==> src/rtl/adc_avg_pkg.sv <==
// Shared types and helpers for the adc_avg_decim boxcar averager.
// Holds the FSM state encoding, the default accumulator width and the
// sample-count clamp used when a measurement request is latched.
package adc_avg_pkg;

  typedef enum logic [1:0] {
    ST_IDLE   = 2'd0,
    ST_SETTLE = 2'd1,
    ST_ACCUM  = 2'd2,
    ST_DONE   = 2'd3
  } state_t;

  localparam int ADC_WIDTH_DEF    = 12;
  localparam int AVG_LOG2_MAX_DEF = 8;

  // Accumulator width: sample width plus headroom for 2^AVG_LOG2_MAX samples.
  function automatic int acc_width(input int adc_w, input int log2_max);
    return adc_w + log2_max;
  endfunction

  localparam int ACC_W = acc_width(ADC_WIDTH_DEF, AVG_LOG2_MAX_DEF);

  // Requested log2(sample count) limited to the largest supported value.
  function automatic logic [3:0] clamp_k(input logic [3:0] k, input int k_max);
    if (int'(k) > k_max) begin
      return 4'(k_max);
    end
    return k;
  endfunction

endpackage

==> src/rtl/adc_avg_decim_if.sv <==
// Control/data bundle between the measurement sequencer (master) and the
// adc_avg_decim averager (slave). Clock and reset are kept outside.
interface adc_avg_decim_if #(
  parameter int ADC_WIDTH    = 12,
  parameter int SETTLE_WIDTH = 16
);

  logic                           CLR;
  logic                           START;
  logic [3:0]                     AVG_LOG2;
  logic [SETTLE_WIDTH-1:0]        SETTLE_CYC;
  logic signed [ADC_WIDTH-1:0]    ADC_IN;
  logic signed [ADC_WIDTH-1:0]    AVG_OUT;
  logic                           AVG_VALID;
  logic                           BUSY;

  modport master (
    output CLR, START, AVG_LOG2, SETTLE_CYC, ADC_IN,
    input  AVG_OUT, AVG_VALID, BUSY
  );

  modport slave (
    input  CLR, START, AVG_LOG2, SETTLE_CYC, ADC_IN,
    output AVG_OUT, AVG_VALID, BUSY
  );

endinterface

==> src/rtl/adc_avg_round.sv <==
// Combinational scaling of the final accumulator sum down to one sample.
// Optional build macro: ADC_AVG_ROUND_EN selects round-half-up with positive
// saturation; without it the sum is truncated (arithmetic shift, toward -inf).
module adc_avg_round
  import adc_avg_pkg::*;
#(
  parameter int ADC_WIDTH = ADC_WIDTH_DEF,
  parameter int ACC_SW    = ACC_W
) (
  input  logic signed [ACC_SW-1:0]    acc,
  input  logic [3:0]                  k,
  output logic signed [ADC_WIDTH-1:0] avg
);

`ifdef ADC_AVG_ROUND_EN

  localparam logic signed [ACC_SW:0]      MAX_EXT = (ACC_SW+1)'((1 << (ADC_WIDTH-1)) - 1);
  localparam logic signed [ADC_WIDTH-1:0] MAX_OUT = {1'b0, {(ADC_WIDTH-1){1'b1}}};

  // Add half an LSB of the result (none for k=0), shift, clip the top end.
  function automatic logic signed [ADC_WIDTH-1:0] shift_round_sat(
    input logic signed [ACC_SW-1:0] a,
    input logic [3:0]               sh
  );
    logic [ACC_SW:0]        bias;
    logic signed [ACC_SW:0] biased;
    logic signed [ACC_SW:0] shifted;
    bias    = ((ACC_SW+1)'(1) << sh) >> 1;
    biased  = {a[ACC_SW-1], a} + $signed(bias);
    shifted = biased >>> sh;
    if (shifted > MAX_EXT) begin
      return MAX_OUT;
    end
    return $signed(shifted[ADC_WIDTH-1:0]);
  endfunction

  assign avg = shift_round_sat(acc, k);

`else

  // Plain arithmetic shift; the sum of 2^k samples always fits after scaling.
  function automatic logic signed [ADC_WIDTH-1:0] shift_trunc(
    input logic signed [ACC_SW-1:0] a,
    input logic [3:0]               sh
  );
    logic signed [ACC_SW-1:0] shifted;
    shifted = a >>> sh;
    return $signed(shifted[ADC_WIDTH-1:0]);
  endfunction

  assign avg = shift_trunc(acc, k);

`endif

endmodule

==> src/rtl/adc_avg_decim.sv <==
// Boxcar averager between the ADC mux and the float converter. A START pulse
// skips SETTLE_CYC cycles, sums 2^k samples and emits one averaged sample with
// a single-cycle AVG_VALID. Rounding mode is chosen by ADC_AVG_ROUND_EN
// inside adc_avg_round only.
module adc_avg_decim
  import adc_avg_pkg::*;
#(
  parameter int ADC_WIDTH    = 12,
  parameter int AVG_LOG2_MAX = 8,
  parameter int SETTLE_WIDTH = 16
) (
  input logic              ADC_CLK,
  input logic              RST_N,
  adc_avg_decim_if.slave   bus
);

  localparam int ACC_SW = acc_width(ADC_WIDTH, AVG_LOG2_MAX);
  localparam int CNT_W  = AVG_LOG2_MAX + 1;

  state_t                      state;
  logic [3:0]                  k_reg;
  logic [SETTLE_WIDTH-1:0]     settle_cnt;
  logic [CNT_W-1:0]            sample_cnt;
  logic [CNT_W-1:0]            sample_inc;
  logic [CNT_W-1:0]            n_samp;
  logic                        last_sample;
  logic signed [ACC_SW-1:0]    acc;
  logic signed [ACC_SW-1:0]    acc_sum;
  logic signed [ADC_WIDTH-1:0] avg_out;
  logic signed [ADC_WIDTH-1:0] avg_scaled;

  // The running sum including this cycle's sample feeds both the accumulator
  // and the scaler, so the result is ready on the edge that ends ACCUM.
  assign acc_sum     = acc + $signed({{AVG_LOG2_MAX{bus.ADC_IN[ADC_WIDTH-1]}}, bus.ADC_IN});
  assign sample_inc  = sample_cnt + CNT_W'(1);
  assign n_samp      = CNT_W'(1) << k_reg;
  assign last_sample = (sample_inc == n_samp);

  adc_avg_round #(
    .ADC_WIDTH (ADC_WIDTH),
    .ACC_SW    (ACC_SW)
  ) u_round (
    .acc (acc_sum),
    .k   (k_reg),
    .avg (avg_scaled)
  );

  // Measurement sequencer: settle, accumulate, publish; CLR aborts any run.
  always_ff @(posedge ADC_CLK or negedge RST_N) begin
    if (!RST_N) begin
      state      <= ST_IDLE;
      k_reg      <= '0;
      settle_cnt <= '0;
      sample_cnt <= '0;
      acc        <= '0;
      avg_out    <= '0;
    end else if (bus.CLR) begin
      state      <= ST_IDLE;
      k_reg      <= '0;
      settle_cnt <= '0;
      sample_cnt <= '0;
      acc        <= '0;
      avg_out    <= '0;
    end else begin
      case (state)
        ST_IDLE, ST_DONE: begin
          if (bus.START) begin
            k_reg      <= clamp_k(bus.AVG_LOG2, AVG_LOG2_MAX);
            settle_cnt <= bus.SETTLE_CYC;
            sample_cnt <= '0;
            acc        <= '0;
            state      <= (bus.SETTLE_CYC != '0) ? ST_SETTLE : ST_ACCUM;
          end else begin
            state      <= ST_IDLE;
          end
        end
        ST_SETTLE: begin
          if (settle_cnt <= SETTLE_WIDTH'(1)) begin
            settle_cnt <= '0;
            state      <= ST_ACCUM;
          end else begin
            settle_cnt <= settle_cnt - SETTLE_WIDTH'(1);
          end
        end
        ST_ACCUM: begin
          acc        <= acc_sum;
          sample_cnt <= sample_inc;
          if (last_sample) begin
            avg_out <= avg_scaled;
            state   <= ST_DONE;
          end
        end
        default: begin
          state <= ST_IDLE;
        end
      endcase
    end
  end

  assign bus.AVG_OUT   = avg_out;
  assign bus.AVG_VALID = (state == ST_DONE);
  assign bus.BUSY      = (state == ST_SETTLE) || (state == ST_ACCUM);

endmodule

==> src/flat_wrapper.sv <==
// flat-port wrapper written by rule: the top's interface ports become plain ports
module adc_avg_decim_flat import adc_avg_pkg::*;
#(
  parameter int ADC_WIDTH    = 12,
  parameter int AVG_LOG2_MAX = 8,
  parameter int SETTLE_WIDTH = 16
)
  (ADC_CLK, RST_N, bus_CLR, bus_START, bus_AVG_LOG2, bus_SETTLE_CYC, bus_ADC_IN, bus_AVG_OUT, bus_AVG_VALID, bus_BUSY);
  adc_avg_decim_if #(.ADC_WIDTH(ADC_WIDTH), .SETTLE_WIDTH(SETTLE_WIDTH)) bus_i ();
  input logic ADC_CLK;
  input logic RST_N;
  input wire logic [$bits(bus_i.CLR)-1:0] bus_CLR;
  input wire logic [$bits(bus_i.START)-1:0] bus_START;
  input wire logic [$bits(bus_i.AVG_LOG2)-1:0] bus_AVG_LOG2;
  input wire logic [$bits(bus_i.SETTLE_CYC)-1:0] bus_SETTLE_CYC;
  input wire logic [$bits(bus_i.ADC_IN)-1:0] bus_ADC_IN;
  output wire logic [$bits(bus_i.AVG_OUT)-1:0] bus_AVG_OUT;
  output wire logic [$bits(bus_i.AVG_VALID)-1:0] bus_AVG_VALID;
  output wire logic [$bits(bus_i.BUSY)-1:0] bus_BUSY;
  assign bus_i.CLR = bus_CLR;
  assign bus_i.START = bus_START;
  assign bus_i.AVG_LOG2 = bus_AVG_LOG2;
  assign bus_i.SETTLE_CYC = bus_SETTLE_CYC;
  assign bus_i.ADC_IN = bus_ADC_IN;
  assign bus_AVG_OUT = bus_i.AVG_OUT;
  assign bus_AVG_VALID = bus_i.AVG_VALID;
  assign bus_BUSY = bus_i.BUSY;
  adc_avg_decim #(.ADC_WIDTH(ADC_WIDTH), .AVG_LOG2_MAX(AVG_LOG2_MAX), .SETTLE_WIDTH(SETTLE_WIDTH)) u_core (.ADC_CLK(ADC_CLK), .RST_N(RST_N), .bus(bus_i));
endmodule
==> config.mk <==
export PLATFORM = sky130hd
export DESIGN_NAME = adc_avg_decim_flat
export DESIGN_NICKNAME = d
export VERILOG_FILES = /design/src/rtl/adc_avg_pkg.sv /design/src/rtl/adc_avg_decim_if.sv /design/src/rtl/adc_avg_round.sv /design/src/rtl/adc_avg_decim.sv /design/src/flat_wrapper.sv
export SDC_FILE = /design/constraint.sdc
export NUM_CORES = 1
export LEC_CHECK = 0
export ABC_AREA = 1
export CORE_MARGIN = 4
export CORE_UTILIZATION = 30
export CTS_BUF_LIST = sky130_fd_sc_hd__clkbuf_4
export DETAILED_ROUTE_END_ITERATION = 7
export GPL_TIMING_DRIVEN = 0
export HOLD_SLACK_MARGIN = 0.15
export MAX_ROUTING_LAYER = met4
export PLACE_DENSITY = 0.52
export SETUP_SLACK_MARGIN = 0.1
export SLEW_MARGIN = 20
export SYNTH_ARGS = -nofsm -noshare
export SYNTH_HDL_FRONTEND = slang
export SYNTH_SLANG_ARGS = --single-unit
export TNS_END_PERCENT = 1
==> constraint.sdc <==
create_clock -name ADC_CLK -period 2.3 [get_ports ADC_CLK]
set_input_delay 0.46 -clock ADC_CLK [delete_from_list [all_inputs] [get_ports ADC_CLK]]
set_output_delay 0.46 -clock ADC_CLK [all_outputs]
set_load 0.01 [all_outputs]
==> impl_metrics.toml <==
[clock_tree]
numCtsBuffers = 9
clk_pin_slew_ns = 0.13
clkSinkCount = 63
root_buffer = "clkbuf_4"
htreeDepth = 3
clockBufferDepth = 2
clk_latency_ns = 0.47
tritoncts = "yes"

[global_routing]
overflow = 0
grt_start_max_net_pins = 35
grt_pass1_vias = 5437
track_usage = 0.174
antenna_found_initial = 1
grt_pass1_wl_um = 27400

[worst_setup_path]
cp.required_ns = 2.66
crit_fanout = 5
worstPathCellList = "clkdlybuf4s50_1 > ha_4 > nand2_1 > inv_1 > a21oi_1 > nand3_2 > nand2_1 > nand3_1 > nand3_1 > nand3_1 > nand3_2 > nand3_2 > nand2_2 > clkinv_2 > nand2_2 > nand2_1"
regToRegStartpoint = "u_core.acc[0]"
r2r_cells = 16
r2r_end = "u_core.bus.AVG_OUT[9]"
worstPathArrival_ns = 2.73
max_stage_delay_ns = 0.53
crit_slowest_cell = "clkdlybuf4s50_1"
cp-start-kind = "input port"
critPathKind = "input port to flop"
cp-end-kind = "flop"
rrSetupSlack_ns = -0.03

[power_and_ir_drop]
peakVddDrop_mv = 0.470
leakagePower_nw = 3.34
powerDensity_nw_per_um2 = 808
p_total_mw = 5.58

[timing]
worst_slew_pin_slew_ns = 0.575
whs_ns = 0.446
fin_crit_sh = 1.03
slew_viol_final = 0
fin_crit_ns = 2.37
skew_ns = 0.0180
finalHoldViolCount = 0
finalSetupViolCount = 8
clock.fmax_mhz = 421
setup_slack_ns = -0.0732
relSlewSlack = 0.616
rsz0062_at_grt = "yes"

[final_layout]
synthToLayoutAreaGrowth_pct = 28.3
multiInputGateArea_um2 = 3810
seq_area_um2 = 1580
largest_reg_flops = 20
fin_nets = 942
regMostFlops = "u_core.acc"
final_util = 0.396
nFillCells = 1892
drive_gt1_frac = 0.184

[floorplanning]
rows = 48
start_util = 0.308
ios = 50
die_x_um = 142
dieArea_um2 = 20200
design.core.area_um2 = 17500
die_h_um = 142

[routing]
dr.pass1.iters = 5
drt-total-wl_um = 16500
vias = 5549
wl_per_cell_um = 14.9
detail-route-antenna-nets = 0
drc = 0
first_iter_violations = 272
viasPerCell = 4.99

[placed_design]
dp_hpwl_um = 13100
portBuffers = 49
pre_cts_ws_ns = -0.966
place.gp.congestion = 0.908

[run_status]
outcome = "finished with violations"
violations = "negative setup slack"

[hold_path]
worstHoldPathType = "input port to asynchronous set/reset pin"

[synth]
async_flop_share = 1.00
ys_warn_count = 0
netlist_area_um2 = 5390
yosysSeqAreaShare = 0.293
syn-num-nets = 871
synthCells = 809
synth.distinct_cells = 43
synth_ff_type = "dfrtp_1"
synth-seq-cells = 63
avgSynthCellArea_um2 = 6.66
synth_edf_count = 0

[flow_run]
drv_cap = 0
[cell families (layout without fill, tap and decap cells)]
| group | count (synthesis) | count (layout) | synth area share |
|---|---|---|---|
| and+or+nand+nor | 462 | 462 | 0.389 |
| buffers and inverters | 126 | 202 | 0.0938 |
| AOI/OAI and AO/OA | 106 | 106 | 0.121 |
| DFF | 63 | 63 | 0.293 |
| adders and majority gates | 26 | 26 | 0.0618 |
| xor gates and xnor gates | 26 | 26 | 0.0423 |
| other | 0 | 1 | 0 |
[worst max-delay path, delay by kind of cell]
| kind | cells | cell delay, ns |
|---|---|---|
| AND/OR/NAND/NOR | 11 | 1.17 |
| buffers and inverters | 3 | 0.65 |
| AO/OA/AOI/OAI | 1 | 0.22 |
| adder cells (fa/ha/maj) | 1 | 0.24 |
[what timing repair did]
| item | 4_1_cts | 5_1_grt |
|---|---|---|
| buffers inserted | 6 | 3 |
| hold endpoints to repair | 29 | 0 |
| setup endpoints to repair | 47 | 60 |
| hold buffers | 1 | 0 |
| gates resized for setup | 50 | 67 |
| pin swaps | 16 | 22 |
| gates cloned | 0 | 0 |
[Yosys cell counts, drive strengths merged (12+ instances only)]
cell | instances | area, um^2
ha | 25 | 313
a21oi | 23 | 126
inv | 101 | 384
nand2 | 246 | 926
dfrtp | 63 | 1580
o22ai | 22 | 138
nor2 | 48 | 221
nand4 | 15 | 109
xor2 | 20 | 175
o21ai | 38 | 190
clkbuf | 12 | 45.0
nand3 | 131 | 666
[metal layers]
layer,up-vias,share of wire,global-route usage
li1,2846,-,-
met1,2580,0.48,0.229
met2,103,0.47,0.277
met3,20,0.041,0.0299
met4,0,0.014,0.0495
met5,-,0,-
[power by group]
part	internal [mW]	total (mW)	switching [mW]
logic	1.20	3.21	2.02
clock network	0.331	0.819	0.488
registers	1.33	1.55	0.217
total	2.86	5.58	2.72
[cells in the final DEF, fill, tap and decap left out, types with 5 or more instances in the layout]
master,count
ha_1,8
nand2_1,222
o21ai_1,7
nor2_2,12
a21oi_1,20
clkdlybuf4s50_1,44
inv_2,9
a22oi_1,7
clkbuf_4,9
nor3_2,5
xnor2_1,6
nor2_1,31
o21ai_0,27
inv_1,92
nand2_2,22
clkbuf_1,9
a32o_1,10
buf_4,12
nand3_2,34
ha_4,14
o22ai_1,22
dfrtp_1,63
xor2_1,19
nand4_1,14
nand3_1,96
[stage by stage]
step / TNS, ns / cell area (um^2) / cells
after floorplan: 0 / 5420 / 809
after global placement: -131.11 / 6190 / 1083
after detailed placement: -28.49 / 6210 / 1084
after CTS: -0.377 / 6610 / 1107
after global routing: -2.38 / 6910 / 1111
final: -0.268 / 6910 / 1111
[worst max-delay path by stage]
stage               slack (ns)                     end      startpoint  cells past startpoint
global placement         -1.63   u_core.settle_cnt[15]           RST_N                      1
global route             -0.23   u_core.bus.AVG_OUT[3]   u_core.acc[0]                     17
CTS                      -0.09  u_core.bus.AVG_OUT[10]   u_core.acc[0]                     16
floorplan                 0.11   u_core.bus.AVG_OUT[3]   bus_ADC_IN[0]                     17
finish                   -0.07  u_core.bus.AVG_OUT[10]   bus_ADC_IN[8]                     16
detailed placement       -0.97  u_core.bus.AVG_OUT[10]  bus_ADC_IN[11]                     17
[final cells by class]
class / count / share of cell area
Sequential cell: 63 / 0.228
Clock buffer: 9 / 0.00977
Tap cell: 225 / 0.0407
Clock inverter: 7 / 0.0107
Multi-Input combinational cell: 620 / 0.551
Timing Repair Buffer: 60 / 0.0849
Antenna cell: 1 / 0.000362
Inverter: 104 / 0.0574
Buffer: 22 / 0.0174
Note: power is estimated with default switching activity, not from simulation.
